### config.mk
export PLATFORM = sky130hd
export DESIGN_NAME = sort_pipe
export DESIGN_NICKNAME = d
export VERILOG_FILES = /design/src/rtl/sort_pkg.sv /design/src/rtl/sort_cas.sv /design/src/rtl/sort_pipe.sv
export SDC_FILE = /design/constraint.sdc
export NUM_CORES = 1
export LEC_CHECK = 0
export ABC_AREA = 0
export CAP_MARGIN = 20
export CORE_UTILIZATION = 55
export CTS_CLUSTER_SIZE = 12
export DETAILED_ROUTE_END_ITERATION = 7
export GPL_ROUTABILITY_DRIVEN = 0
export PLACE_DENSITY = 0.76
export REMOVE_ABC_BUFFERS = 1
export SYNTH_ARGS = -nofsm -noshare
export SYNTH_HDL_FRONTEND = slang
export SYNTH_SLANG_ARGS = --single-unit
### constraint.sdc
create_clock -name clk -period 7 [get_ports clk]
set_input_delay 1.75 -clock clk [delete_from_list [all_inputs] [get_ports clk]]
set_output_delay 1.75 -clock clk [all_outputs]
set_load 0.005 [all_outputs]
### src/rtl/sort_pkg.sv
// Shared definitions for the streaming sorter: order modes, lane slicing and
// the strict total order used by every compare-and-swap cell.
package sort_pkg;

    localparam logic SORT_ASC  = 1'b0;
    localparam logic SORT_DESC = 1'b1;

    // Widest key, tag and flat bus the helpers accept.
    localparam int KEY_MAX = 64;
    localparam int IDX_MAX = 16;
    localparam int BUS_MAX = 4096;

    function automatic logic [KEY_MAX-1:0] key_lane(
        input logic [BUS_MAX-1:0] bus,
        input int                 lane,
        input int                 width
    );
        logic [KEY_MAX-1:0] mask;
        mask = {KEY_MAX{1'b1}} >> (KEY_MAX - width);
        return KEY_MAX'(bus >> (lane * width)) & mask;
    endfunction

    function automatic logic [IDX_MAX-1:0] tag_lane(
        input logic [BUS_MAX-1:0] bus,
        input int                 lane,
        input int                 width
    );
        logic [IDX_MAX-1:0] mask;
        mask = {IDX_MAX{1'b1}} >> (IDX_MAX - width);
        return IDX_MAX'(bus >> (lane * width)) & mask;
    endfunction

    // Index tie-break makes the order total, so equal keys keep lane order.
    function automatic logic precedes(
        input logic [KEY_MAX-1:0] key_a,
        input logic [IDX_MAX-1:0] idx_a,
        input logic [KEY_MAX-1:0] key_b,
        input logic [IDX_MAX-1:0] idx_b,
        input logic               mode
    );
        logic key_wins;
        key_wins = (mode == SORT_DESC) ? (key_a > key_b) : (key_a < key_b);
        return key_wins || ((key_a == key_b) && (idx_a < idx_b));
    endfunction

endpackage

### src/rtl/sort_cas.sv
// Combinational compare-and-swap of two (key, idx) pairs; the element that
// precedes under the selected mode leaves on the first port.
module sort_cas
    import sort_pkg::*;
#(
    parameter int W  = 16,
    parameter int IW = 2
) (
    input  logic          mode,
    input  logic [W-1:0]  a_key,
    input  logic [IW-1:0] a_idx,
    input  logic [W-1:0]  b_key,
    input  logic [IW-1:0] b_idx,
    output logic [W-1:0]  first_key,
    output logic [IW-1:0] first_idx,
    output logic [W-1:0]  second_key,
    output logic [IW-1:0] second_idx
);

    logic swap;

    assign swap = precedes(KEY_MAX'(b_key), IDX_MAX'(b_idx),
                           KEY_MAX'(a_key), IDX_MAX'(a_idx), mode);

    assign first_key  = swap ? b_key : a_key;
    assign first_idx  = swap ? b_idx : a_idx;
    assign second_key = swap ? a_key : b_key;
    assign second_idx = swap ? a_idx : b_idx;

endmodule

### src/rtl/sort_pipe.sv
// Pipelined N-lane odd-even transposition sorter with argsort tags; one
// registered network level per stage and per-stage valid with bubble collapse.
module sort_pipe
    import sort_pkg::*;
#(
    parameter  int W  = 16,
    parameter  int N  = 4,
    localparam int IW = $clog2(N)
) (
    input  logic            clk,
    input  logic            rst_n,
    input  logic            in_valid,
    output logic            in_ready,
    input  logic [N*W-1:0]  in_data,
    input  logic            in_desc,
    output logic            out_valid,
    input  logic            out_ready,
    output logic [N*W-1:0]  out_data,
    output logic [N*IW-1:0] out_idx
);

    logic [N-1:0]  valid_q;
    logic [N-1:0]  desc_q;
    logic [W-1:0]  key_q [N][N];
    logic [IW-1:0] idx_q [N][N];

    logic [N-1:0]  valid_in;
    logic [N-1:0]  desc_in;
    logic [W-1:0]  key_in [N][N];
    logic [IW-1:0] idx_in [N][N];
    logic [W-1:0]  key_d  [N][N];
    logic [IW-1:0] idx_d  [N][N];

    logic [N-1:0]  stage_ready;

    if (N > 1) begin : g_chain
        assign valid_in = {valid_q[N-2:0], in_valid};
        assign desc_in  = {desc_q[N-2:0], in_desc};
    end else begin : g_single
        assign valid_in = in_valid;
        assign desc_in  = in_desc;
    end

    for (genvar s = 0; s < N; s++) begin : g_stage
        for (genvar k = 0; k < N; k++) begin : g_src
            if (s == 0) begin : g_port
                assign key_in[s][k] = W'(key_lane(BUS_MAX'(in_data), k, W));
                assign idx_in[s][k] = IW'(k);
            end else begin : g_reg
                assign key_in[s][k] = key_q[s-1][k];
                assign idx_in[s][k] = idx_q[s-1][k];
            end
        end

        // Even stages pair (0,1),(2,3)...; odd stages pair (1,2),(3,4)...
        for (genvar i = 0; i < N; i++) begin : g_lane
            if ((i % 2 == s % 2) && (i + 1 < N)) begin : g_cas
                sort_cas #(.W(W), .IW(IW)) u_cas (
                    .mode       (desc_in[s]),
                    .a_key      (key_in[s][i]),
                    .a_idx      (idx_in[s][i]),
                    .b_key      (key_in[s][i+1]),
                    .b_idx      (idx_in[s][i+1]),
                    .first_key  (key_d[s][i]),
                    .first_idx  (idx_d[s][i]),
                    .second_key (key_d[s][i+1]),
                    .second_idx (idx_d[s][i+1])
                );
            end else if (!((i > 0) && ((i - 1) % 2 == s % 2))) begin : g_pass
                assign key_d[s][i] = key_in[s][i];
                assign idx_d[s][i] = idx_in[s][i];
            end
        end

        // Unrolled form of !valid[s] || stage_ready[s+1]: a stage can load
        // when the sink accepts or any stage from here to the end is empty.
        assign stage_ready[s] = out_ready || !(&valid_q[N-1:s]);
    end

    always_ff @(posedge clk or negedge rst_n) begin
        if (!rst_n) begin
            valid_q <= '0;
            desc_q  <= '0;
            for (int s = 0; s < N; s++) begin
                for (int k = 0; k < N; k++) begin
                    key_q[s][k] <= '0;
                    idx_q[s][k] <= '0;
                end
            end
        end else begin
            for (int s = 0; s < N; s++) begin
                if (stage_ready[s]) begin
                    valid_q[s] <= valid_in[s];
                    // Payload only moves with a valid vector so the last
                    // stage keeps its contents when a bubble passes.
                    if (valid_in[s]) begin
                        desc_q[s] <= desc_in[s];
                        for (int k = 0; k < N; k++) begin
                            key_q[s][k] <= key_d[s][k];
                            idx_q[s][k] <= idx_d[s][k];
                        end
                    end
                end
            end
        end
    end

    assign in_ready  = stage_ready[0];
    assign out_valid = valid_q[N-1];

    for (genvar k = 0; k < N; k++) begin : g_out
        assign out_data[k*W +: W]   = key_q[N-1][k];
        assign out_idx[k*IW +: IW]  = idx_q[N-1][k];
    end

endmodule

==> run metrics <==
R2R Path End=key_in[47]$_DFFE_PN0P_; crit path max fanout=20; clock-pin slew on the worst setup and hold paths=0.06 ns; register cell area after layout=7280 sq um; postcts setup bufs=0; first-pass GRT wire length=74.5 mm; num ports=143; worst setup path class=in -> out; antenna-violating nets left=0; Warnings, synthesis=0; FP Rows=63; post-synthesis sequential area ratio=44.1%; clk sinks=291; Die X=175 microns; initial antenna violation count=0; Starting Density=55.8%; Synth Register Bits=291; worst reg-to-reg setup slack=3.87 ns; VDD IR-drop max=0.232 mV; CP Capture Type=primary output; final instance area=18900 sq um; Setup crit start kind=input port; skew final=0.0219 ns; DP Area=17900 sq um; Top FF cell, synth=dfrtp_1; chip height=175 microns; Routed wire per std cell=20.0 microns; Pins Over Slew Limit=0; worst path required time=5.25 ns; Setup-failing EPs final=0; Ant. Diodes=0; Hold Slack=0.468 ns; Post-CTS Resized=0; Total Routed Length=45.7 mm; root buffer cell=clkbuf_16; CTS tree=yes; hpwl dp=32.3 mm; RSZ-0062 raised after global routing=no; Placed Instances=2239; largest net degree at the start of global routing=159; Via density=6.36; synth unique cells=72; share of layout cells above drive strength 1=6.52%; period utilization=70.2%; Critical R2R Launch=key_in[117]$_DFFE_PN0P_; power density over cell area=419 nW/um^2; routed vias=14600; fillers=2437; Post-CTS Hold Buffers=0; nets=2051; Fmax=203 MHz; most frequent cells in the layout=dfrtp_1 (291), nand2_1 (274), nor2_1 (149); Post-synth EDFFs=0; Post-Place Setup Slack=2.09 ns; Hold/Removal Path Class=reg -> reg; status=finished clean; final worst-path setup slack=2.08 ns; Gate Count Post-Synth=1832; Clock Latency Late Sink=0.56 ns; Area Growth Syn to Fin=14.4%; Final min period=4.92 ns; post-synth top area cell=dfrtp_1; DRT iter0 DRCs=1577; normalized max-slew margin=26.0%; all-layer global routing usage=30.3%; Clock Path Buffers=3; Max Cap Viol=0; drt pass-1 iters=5; post-synthesis cell area=16500 sq um; drc violations=0; syn avg cell area=9.01 sq um; area of the multi-input gates=8130 sq um; die area=30700 sq um; leak pwr=0.00843 uW; top cells by area, synth=dfrtp_1 (44%), ha_1 (7.4%), nand2_1 (6.3%), nand3_1 (3.5%), nor2_1 (3.4%); total grt overflow=0; # port buffers=142; crit path launch=out_ready; Num CTS Buffers=30; share of the synthesized area in the top cell type=44.1%; number of global-route vias before repair=13800; htree depth=1; Final Hold Fails=0; most common cell after layout, fill and taps aside=dfrtp_1; core area=29600 sq um; worst-margin pin slew=1.11 ns; setup TNS=0 ns; r2r worst-path depth=8; end point of the critical path=in_ready; final cell count without fillers=2291; Arr. time, crit path=3.17 ns; Post-synth ARST share=100%
## cell type report
type,count,share of cell area (%)
Multi-Input combinational cell,1289,43.1
Sequential cell,291,38.6
Timing Repair Buffer,167,8.94
Clock buffer,44,4.63
Tap cell,390,2.58
Inverter,105,2.09
Clock inverter,5,0.133
## where the power goes
group	switching [uW]	leakage, uW	internal (uW)	total, uW
Combinational	1980	0.00449	1440	3420
Sequential	661	0.00349	2340	3000
Clock	635	0.000447	852	1490
## worst max-delay path: stages
cell             delay, ns
clkdlybuf4s50_1       0.41
nor2b_1               0.19
nand4_1               0.12
buf_4                 0.24
clkdlybuf4s50_1       0.46
## per-stage QoR
step                total power (uW)  util, %
floorplan                       4930        -
global placement                6180     60.5
detailed placement              6330     60.6
CTS                             7830     63.7
global route                    8460     63.9
finish                          7910     63.9
## Yosys cell counts (all sizes together) (3+ instances only)
cell type,number
a21oi,54
a221oi,3
inv,105
a41oi,34
nor4,8
a21o,7
dfrtp,291
nand2b,13
and3,36
nand3,118
nor2,149
nand2,275
a21boi,3
a211oi,11
and2,21
a31oi,75
o21ai,104
o211ai,51
mux2i,3
nor3,5
ha,98
a22oi,15
o31ai,52
clkbuf,95
nand4,71
nor2b,6
o31a,3
buf,52
o221ai,18
a221o,33
## kinds of logic after synthesis
group | count (synthesis) | share of synthesized area (%)
AO/OA/AOI/OAI | 477 | 21.1
buffers and inverters | 252 | 6.84
multiplexers | 5 | 0.341
adder cells (fa/ha/maj) | 98 | 7.43
AND/OR/NAND/NOR | 709 | 20.1
flip-flops | 291 | 44.1
## state kept, by name, summed over array words and instances (netlist names)
| signal | count |
|---|---|
| key_in | 128 |
| key_d | 64 |
| out_data | 64 |
| idx_in | 14 |
| out_idx | 8 |
| idx_d | 6 |
| valid_q | 4 |
| desc_q | 3 |
## worst min-delay path by stage
stage                                    end  cells after the start                   start  slack, ns
floorplan            key_in[112]$_DFFE_PN0P_                      2  key_d[176]$_DFFE_PN0P_       0.43
global placement      idx_in[14]$_DFFE_PN0P_                      2   idx_d[22]$_DFFE_PN0P_       0.45
detailed placement    idx_in[14]$_DFFE_PN0P_                      2   idx_d[22]$_DFFE_PN0P_       0.46
CTS                   idx_in[14]$_DFFE_PN0P_                      2   idx_d[22]$_DFFE_PN0P_       0.47
global route          key_d[135]$_DFFE_PN0P_                      2  key_d[135]$_DFFE_PN0P_       0.50
finish              out_data[48]$_DFFE_PN0P_                      2    key_d[0]$_DFFE_PN0P_       0.47
## metal layers
| layer | global-route usage (%) | vias to the layer above | part of all wire [%] |
|---|---|---|---|
| li1 | - | 6750 | - |
| met1 | 43.6 | 7028 | 43 |
| met2 | 46.7 | 677 | 45 |
| met3 | 4.00 | 108 | 7.9 |
| met4 | 11.2 | 0 | 3.8 |
| met5 | 0 | - | 0 |
(Power assumes the default switching activity.)
